--- src/rtl/sd_dat_rx_crc_pkg.sv ---
// sd_dat_rx_crc_pkg: shared SD DAT types, constants and the CRC16 step function
package sd_dat_rx_crc_pkg;
    typedef enum logic [1:0] {IDLE, DATA, CRC, ENDB} sd_state_t;
    localparam logic [15:0] SD_CRC16_POLY  = 16'h1021;
    localparam int          SD_BLOCK_BYTES = 512;
    function automatic logic [15:0] crc16_step(input logic [15:0] crc, input logic din, input logic [15:0] poly);
        return {crc[14:0], 1'b0} ^ ((crc[15] ^ din) ? poly : 16'h0000);
    endfunction
endpackage

--- src/rtl/sd_dat_rx_crc_if.sv ---
// sd_dat_rx_crc_if: serial DAT0 input and sector-buffer/status outputs of the receive stage
interface sd_dat_rx_crc_if;
    logic        abort;
    logic        bit_en;
    logic        datain;
    logic [7:0]  rx_data;
    logic        rx_we;
    logic [11:0] rx_addr;
    logic        busy;
    logic        done;
    logic        crc_ok;
    logic        frame_err;
    logic [15:0] crc_rx;
    modport master (output abort, bit_en, datain,
                    input  rx_data, rx_we, rx_addr, busy, done, crc_ok, frame_err, crc_rx);
    modport slave  (input  abort, bit_en, datain,
                    output rx_data, rx_we, rx_addr, busy, done, crc_ok, frame_err, crc_rx);
endinterface

--- src/rtl/sd_dat_rx_crc_crc16_ser.sv ---
// sd_crc16_ser: bit-serial CRC16, shared between the RX and TX DAT paths
module sd_crc16_ser
    import sd_dat_rx_crc_pkg::*;
#(
    parameter logic [15:0] POLY = SD_CRC16_POLY,
    parameter logic [15:0] INIT = 16'h0000
) (
    input  logic        clk,
    input  logic        reset,
    input  logic        clr,
    input  logic        en,
    input  logic        din,
    output logic [15:0] crc
);
    // falling-edge CRC register: clear wins over a data bit
    always_ff @(negedge clk or negedge reset)
        if (!reset) crc <= INIT;
        else if (clr) crc <= INIT;
        else if (en) crc <= crc16_step(crc, din, POLY);
endmodule

--- src/rtl/sd_dat_rx_crc.sv ---
// sd_dat_rx_crc: DAT0 packet receiver, byte assembly, CRC16 check and end-bit check
module sd_dat_rx_crc
    import sd_dat_rx_crc_pkg::*;
#(
    parameter int          BLOCK_BYTES = SD_BLOCK_BYTES,
    parameter logic [15:0] CRC_POLY    = SD_CRC16_POLY,
    parameter logic [15:0] CRC_INIT    = 16'h0000
) (
    input  logic              clk,
    input  logic              reset,
    sd_dat_rx_crc_if.slave    bus
);
    localparam logic [11:0] LAST = 12'(BLOCK_BYTES - 1);
    sd_state_t   state, state_nx;
    logic [2:0]  bitcnt;
    logic [11:0] bytecnt;
    logic [3:0]  crccnt;
    logic [6:0]  shift;
    logic [15:0] crc;
    logic        take, start, data_bit, crc_bit, end_bit;
    sd_crc16_ser #(.POLY(CRC_POLY), .INIT(CRC_INIT)) u_crc (
        .clk(clk), .reset(reset), .clr(start), .en(data_bit), .din(bus.datain), .crc(crc)
    );
    // state register, falling edge like the neighbouring DAT stages
    always_ff @(negedge clk or negedge reset)
        if (!reset) state <= IDLE;
        else state <= state_nx;
    // next state: abort forces IDLE regardless of the strobe
    always_comb begin
        state_nx = state;
        if (bus.abort) state_nx = IDLE;
        else if (start) state_nx = DATA;
        else if (data_bit && bitcnt == 3'd0 && bytecnt == LAST) state_nx = CRC;
        else if (crc_bit && crccnt == 4'd0) state_nx = ENDB;
        else if (end_bit) state_nx = IDLE;
    end
    // per-state strobes; a low datain in IDLE is the start bit
    always_comb begin
        take     = bus.bit_en && !bus.abort;
        start    = take && state == IDLE && !bus.datain;
        data_bit = take && state == DATA;
        crc_bit  = take && state == CRC;
        end_bit  = take && state == ENDB;
        bus.busy = state != IDLE;
    end
    // counters, byte assembly, received CRC and status registers
    always_ff @(negedge clk or negedge reset)
        if (!reset) begin
            bitcnt        <= 3'd7;
            bytecnt       <= '0;
            crccnt        <= '0;
            shift         <= '0;
            bus.rx_data   <= '0;
            bus.rx_we     <= 1'b0;
            bus.rx_addr   <= '0;
            bus.done      <= 1'b0;
            bus.crc_ok    <= 1'b0;
            bus.frame_err <= 1'b0;
            bus.crc_rx    <= '0;
        end else begin
            bus.rx_we <= 1'b0;
            bus.done  <= 1'b0;
            if (start) begin
                bitcnt        <= 3'd7;
                bytecnt       <= '0;
                bus.crc_ok    <= 1'b0;
                bus.frame_err <= 1'b0;
            end
            if (data_bit) begin
                shift  <= {shift[5:0], bus.datain};
                bitcnt <= bitcnt - 3'd1;
                if (bitcnt == 3'd0) begin
                    bus.rx_data <= {shift, bus.datain};
                    bus.rx_addr <= bytecnt;
                    bus.rx_we   <= 1'b1;
                    bytecnt     <= bytecnt + 12'd1;
                    crccnt      <= 4'd15;
                end
            end
            if (crc_bit) begin
                bus.crc_rx <= {bus.crc_rx[14:0], bus.datain};
                crccnt     <= crccnt - 4'd1;
            end
            if (end_bit) begin
                bus.frame_err <= !bus.datain;
                bus.crc_ok    <= bus.datain && crc == bus.crc_rx;
                bus.done      <= 1'b1;
            end
        end
endmodule

--- src/flat_wrapper.sv ---
// flat-port wrapper written by rule: the top's interface ports become plain ports
module sd_dat_rx_crc_flat import sd_dat_rx_crc_pkg::*;
#(
    parameter int          BLOCK_BYTES = SD_BLOCK_BYTES,
    parameter logic [15:0] CRC_POLY    = SD_CRC16_POLY,
    parameter logic [15:0] CRC_INIT    = 16'h0000
)
  (clk, reset, bus_abort, bus_bit_en, bus_datain, bus_rx_data, bus_rx_we, bus_rx_addr, bus_busy, bus_done, bus_crc_ok, bus_frame_err, bus_crc_rx);
  sd_dat_rx_crc_if bus_i ();
  input  logic clk;
  input  logic reset;
  input wire logic [$bits(bus_i.abort)-1:0] bus_abort;
  input wire logic [$bits(bus_i.bit_en)-1:0] bus_bit_en;
  input wire logic [$bits(bus_i.datain)-1:0] bus_datain;
  output wire logic [$bits(bus_i.rx_data)-1:0] bus_rx_data;
  output wire logic [$bits(bus_i.rx_we)-1:0] bus_rx_we;
  output wire logic [$bits(bus_i.rx_addr)-1:0] bus_rx_addr;
  output wire logic [$bits(bus_i.busy)-1:0] bus_busy;
  output wire logic [$bits(bus_i.done)-1:0] bus_done;
  output wire logic [$bits(bus_i.crc_ok)-1:0] bus_crc_ok;
  output wire logic [$bits(bus_i.frame_err)-1:0] bus_frame_err;
  output wire logic [$bits(bus_i.crc_rx)-1:0] bus_crc_rx;
  assign bus_i.abort = bus_abort;
  assign bus_i.bit_en = bus_bit_en;
  assign bus_i.datain = bus_datain;
  assign bus_rx_data = bus_i.rx_data;
  assign bus_rx_we = bus_i.rx_we;
  assign bus_rx_addr = bus_i.rx_addr;
  assign bus_busy = bus_i.busy;
  assign bus_done = bus_i.done;
  assign bus_crc_ok = bus_i.crc_ok;
  assign bus_frame_err = bus_i.frame_err;
  assign bus_crc_rx = bus_i.crc_rx;
  sd_dat_rx_crc #(.BLOCK_BYTES(BLOCK_BYTES), .CRC_POLY(CRC_POLY), .CRC_INIT(CRC_INIT)) u_core (.clk(clk), .reset(reset), .bus(bus_i));
endmodule
--- config.mk ---
export PLATFORM = sky130hd
export DESIGN_NAME = sd_dat_rx_crc_flat
export DESIGN_NICKNAME = d
export VERILOG_FILES = /design/src/rtl/sd_dat_rx_crc_pkg.sv /design/src/rtl/sd_dat_rx_crc_if.sv /design/src/rtl/sd_dat_rx_crc_crc16_ser.sv /design/src/rtl/sd_dat_rx_crc.sv /design/src/flat_wrapper.sv
export SDC_FILE = /design/constraint.sdc
export NUM_CORES = 1
export LEC_CHECK = 0
export ABC_AREA = 1
export CELL_PAD_IN_SITES_DETAIL_PLACEMENT = 1
export CELL_PAD_IN_SITES_GLOBAL_PLACEMENT = 1
export CORE_ASPECT_RATIO = 0.8
export CORE_MARGIN = 2
export CORE_UTILIZATION = 45
export CTS_BUF_LIST = sky130_fd_sc_hd__clkbuf_16
export CTS_CLUSTER_SIZE = 12
export DETAILED_ROUTE_END_ITERATION = 8
export GPL_TIMING_DRIVEN = 0
export PLACE_DENSITY = 0.95
export SLEW_MARGIN = 20
export SYNTH_ARGS = -nofsm -noshare
export SYNTH_HDL_FRONTEND = slang
export SYNTH_HIERARCHICAL = 1
export SYNTH_SLANG_ARGS = --single-unit
--- constraint.sdc ---
create_clock -name clk -period 3 [get_ports clk]
set_clock_uncertainty 0.05 [all_clocks]
set_input_delay 0.6 -clock clk [delete_from_list [all_inputs] [get_ports clk]]
set_output_delay 0.6 -clock clk [all_outputs]
set_load 0.03 [all_outputs]
==> results.md, run 1 <==
* Die X at 110 um
* Row cnt at 30
* Async set-reset flop share out of synthesis at 100%
* PortBufs at 45
* Synth top area share at 50.2%
* Post-DP HPWL at 8.75 mm
* Die height at 88.7 um
* Crit. endpoint post-GRT repair: bus_busy
* Synthesized Nets at 494
* IO Count at 46
* Synthesized area per cell at 8.34 um^2
* Synth area leader: dfrtn_1
* Run Error: [ERROR DPL-0033] detailed placement checks failed during check placement.
* Post-Syn Instances at 484
* Post-Syn Area at 0.00404 mm^2
* Status: aborted with a tool error
* Initial antenna violation count at 0
* Initial Utilization at 47.0%
* Worst End Pin Type: top-level output
* Root buf cell: clkbuf_16
* Synth top area cells: dfrtn_1 (50%), nand2_1 (13%), inv_1 (7.3%)
* CTS Buffer Depth at 2
* Gpl congestion at 0.856
* Yosys warning count at 6
* Number of synthesized flops with an enable pin at 0
* #FFs+latches synth at 84
* Seq/Total Area, Yosys at 52.2%
* Yosys cell types at 35
* CTS H-tree lvls at 3
* Largest net degree at the start of global routing at 56
* Prevailing post-synth register cell: dfrtn_1
* Inserted Clock Buffers at 9
* Last stage: global routing
* Sink Count at 84
cell usage after synthesis (2+ instances only):
master	number
o21ai_1	6
nand2_2	2
xor2_1	3
nand4_1	5
nand3_1	21
o21ai_0	40
dfrtn_1	81
dfstp_2	3
a21oi_1	10
inv_1	78
nor2_2	2
nor2_1	38
nand2_1	138
o21a_1	2
ha_1	5
o22ai_2	10
inv_2	5
or2_2	3
buf_6	5
clkbuf_1	4
o21ai_2	8
nor2_4	2
through the flow:
stage	setup TNS, ns	worst slack (ns)	area (um^2)	cells
floorplan	-5.16	-0.183	4110	484
global placement	-334.36	-3.06	4700	641
detailed placement	-86.44	-1.09	4730	642
CTS	-3.10	-0.203	5680	711
cell families after synthesis:
family                     after synthesis  synth area share, %
buffers and inverters                   96                 10.0
xor gates and xnor gates                 4                0.868
AOI/OAI and AO/OA                       80                 12.9
DFF                                     84                 52.2
adders and majority gates                5                 1.55
and+or+nand+nor                        215                 22.5
repair_timing:
item	in CTS
endpoints found under the hold margin	0
hold buffers	0
cloned	3
pin swaps	8
endpoints found under the setup margin	124
setup buffers	48
gates resized for setup	334
==> inputs of run 2 (changes only) <==
Settings changed: CELL_PAD_IN_SITES_DETAIL_PLACEMENT 1 to default, CELL_PAD_IN_SITES_GLOBAL_PLACEMENT 1 to default, CORE_ASPECT_RATIO 0.8 to default, CORE_UTILIZATION 45 to 40, CTS_BUF_LIST sky130_fd_sc_hd__clkbuf_16 to default, CTS_CLUSTER_SIZE 12 to default, PLACE_DENSITY 0.95 to default, PLACE_DENSITY_LB_ADDON from default to 0.15.
==> run 2 against run 1 <==
Net effect: synthesized area did not move; synthesized cell count is the same; the flow now finishes, with violations (setup timing).
==> results.md, run 2 <==
* Status: finished, violations left
* Failing checks: setup timing
* Crit path DAT at 2.52 ns
* Synth top area cells: dfrtn_1 (50%), nand2_1 (13%), inv_1 (7.3%)
* Share of layout cells above drive strength 1 at 35.1%
* Initial antenna violation count at 0
* RR Endpoint: u_core/crccnt[3]$_DFFE_NN0P_
* Hold Path Stages at 1
* Drt via density at 4.72
* Static Leak at 2.92 nW
* Post-DP HPWL at 6.47 mm
* Met1 GRT Util at 24.4%
* Aggregate routed wire length at 10.1 mm
* Die height at 104 um
* R2R Setup Slk at 1.07 ns
* R2R Path Start: u_core/bitcnt[0]$_DFFE_NN1P_
* Number of synthesized flops with an enable pin at 0
* Count leader, synth: nand2_1
* Clock-pin slew on the worst setup and hold paths at 0.06 ns
* CP Class: register to primary output
* Commonest cells after routing, fill and taps aside: nand2_1 (117), dfrtn_1 (81), inv_1 (74)
* Largest regs: u_core/bus.crc_rx: 16 flops, u_core/u_crc/crc: 16 flops
* Grt total ovfl at 0
* Yosys warning count at 6
* Post-Syn Instances at 484
* Commonest non-fill, non-tap cell in the layout: nand2_1
* Max-cap viol count at 0
* Startpoint types: register
* Slew HR at 62.9%
* Post-Syn Area at 0.00404 mm^2
* IO Count at 46
* PortBufs at 45
* Seq/Total Area, Yosys at 52.2%
* Global-route wire length before repair at 16.6 mm
* Max-slew violation count at 0
* Initial Utilization at 41.3%
* Critical Path End Type: primary output
* All-Layer GR Usage at 19.1%
* Filler cells at 875
* Synth cell count leaders: nand2_1 (138), dfrtn_1 (81), inv_1 (78)
* Hold_sp: u_core/crccnt[0]$_DFFE_NN0P_
* Vias at 3518
* Final Core Density at 59.6%
* Drt drc at 0
* Antenna fix cells at 0
* FF-to-FF path depth at 12
* Min-Delay Endpoint: u_core/crccnt[0]$_DFFE_NN0P_
* Synth top area share at 50.2%
* Row cnt at 36
* Cts hold-fix bufs at 0
* #FFs+latches synth at 84
* Total power after layout at 2.44 mW
* Die area at 0.0109 mm^2
* Grt peak-use layer: met2
* CTS Buffer Depth at 2
* Largest net degree at the start of global routing at 44
* Sink Count at 84
* Worst VDD drop at 0.214 mV
* WL/cell at 13.5 um
* Synthesized Nets at 494
* Die X at 104 um
* Core ar. at 0.00977 mm^2
* Min-delay worst type: register to register
* CP max FO at 2
* PwrDens at 419 mW/mm^2
* CTS H-tree lvls at 3
* Async set-reset flop share out of synthesis at 100%
* Latest clock arrival within the worst-skew pair at 0.40 ns
* Drt pass-1 iters at 4
* Layout area overhead at 44.2%
* Global Route met3 Usage at 3.63%
* Worst-Margin Slew at 0.556 ns
* Worst Path Required at 2.35 ns
* Synthesized area per cell at 8.34 um^2
* Hold slack at 0.372 ns
* Endpoints failing setup at 48
* RSZ-0062 raised after global routing: true
* Synth area leader: dfrtn_1
* Setup ws final at -0.167 ns
* Iteration-0 DRC Markers at 125
* Gpl congestion at 0.880
* Vias in the first global route at 3472
* GR Util met2 at 31.9%
* Final hold viol count at 0
* Root buf cell: clkbuf_8
* TritonCTS clock tree: built
* NumNets Final at 618
* Inserted Clock Buffers at 9
* Yosys cell types at 35
* ANT nets after route at 0
* Prevailing post-synth register cell: dfrtn_1
[run 2: cell families after synthesis]
| family | after synthesis | synth area share (%) |
|---|---|---|
| xor gates and xnor gates | 4 | 0.868 |
| DFF | 84 | 52.2 |
| buffers and inverters | 96 | 10.0 |
| and+or+nand+nor | 215 | 22.5 |
| AOI/OAI and AO/OA | 80 | 12.9 |
| adders and majority gates | 5 | 1.55 |
[run 2: how the worst max path moves through the flow]
| stage | startpoint | to | slack, ns | cells after the start |
|---|---|---|---|---|
| after floorplan | bus_bit_en | u_core/u_crc/crc[15]$_DFFE_NN0P_ | -0.18 | 9 |
| after global placement | reset | u_core/bus.crc_rx[12]$_DFFE_NN0P_ | -3.21 | 1 |
| after detailed placement | bus_datain | u_core/u_crc/crc[3]$_DFFE_NN0P_ | -1.06 | 9 |
| after CTS | u_core/state[0]$_DFFE_NN0P_ | bus_busy | -0.20 | 3 |
| after global routing | u_core/state[0]$_DFFE_NN0P_ | bus_busy | -0.21 | 3 |
| final | u_core/state[0]$_DFFE_NN0P_ | bus_busy | -0.17 | 3 |
[run 2: what timing repair did]
item | in CTS | in global routing
setup buffers | 45 | 21
pin swaps | 6 | 9
setup endpoints to repair | 124 | 93
resized for setup | 335 | 44
gates cloned | 3 | 0
[run 2: layout make-up]
type / instances / area (um^2) / area share (%)
Sequential cell: 84 / 2110 / 36.2
Multi-Input combinational cell: 304 / 1700 / 29.3
Timing Repair Buffer: 113 / 1150 / 19.7
Inverter: 83 / 344 / 5.91
Tap cell: 133 / 166 / 2.86
Buffer: 10 / 140 / 2.41
Clock buffer: 9 / 124 / 2.13
Clock inverter: 10 / 90.1 / 1.55
[run 2: worst max-delay path, cell delays in order (launching register included)]
cell and delay, ns:
dfrtn_1 0.47, nor2_4 0.05, inv_2 0.05, buf_6 0.12
[run 2: per-stage QoR]
step | area (um^2) | TNS (ns) | std cells | setup WS [ns]
finish | 5820 | -3.00 | 746 | -0.167
global route | 5820 | -4.99 | 746 | -0.212
CTS | 5570 | -3.34 | 729 | -0.200
detailed placement | 4750 | -83.19 | 663 | -1.06
global placement | 4730 | -347.90 | 662 | -3.21
floorplan | 4110 | -5.16 | 484 | -0.183
[run 2: layer usage]
layer  wire (um)  vias up
li1            -     1761
met5           0        -
met2        5070       87
met3         369       14
met4         161        0
met1        4450     1656
[run 2: report_power, final]
part | switching, mW | internal [mW] | total [mW] | leakage [nW]
clock | 0.465 | 0.402 | 0.868 | 0.121
sequential | 0.0422 | 1.21 | 1.25 | 1.13
combinational | 0.188 | 0.132 | 0.319 | 1.66
No activity file was read; power rests on OpenSTA's default activity.
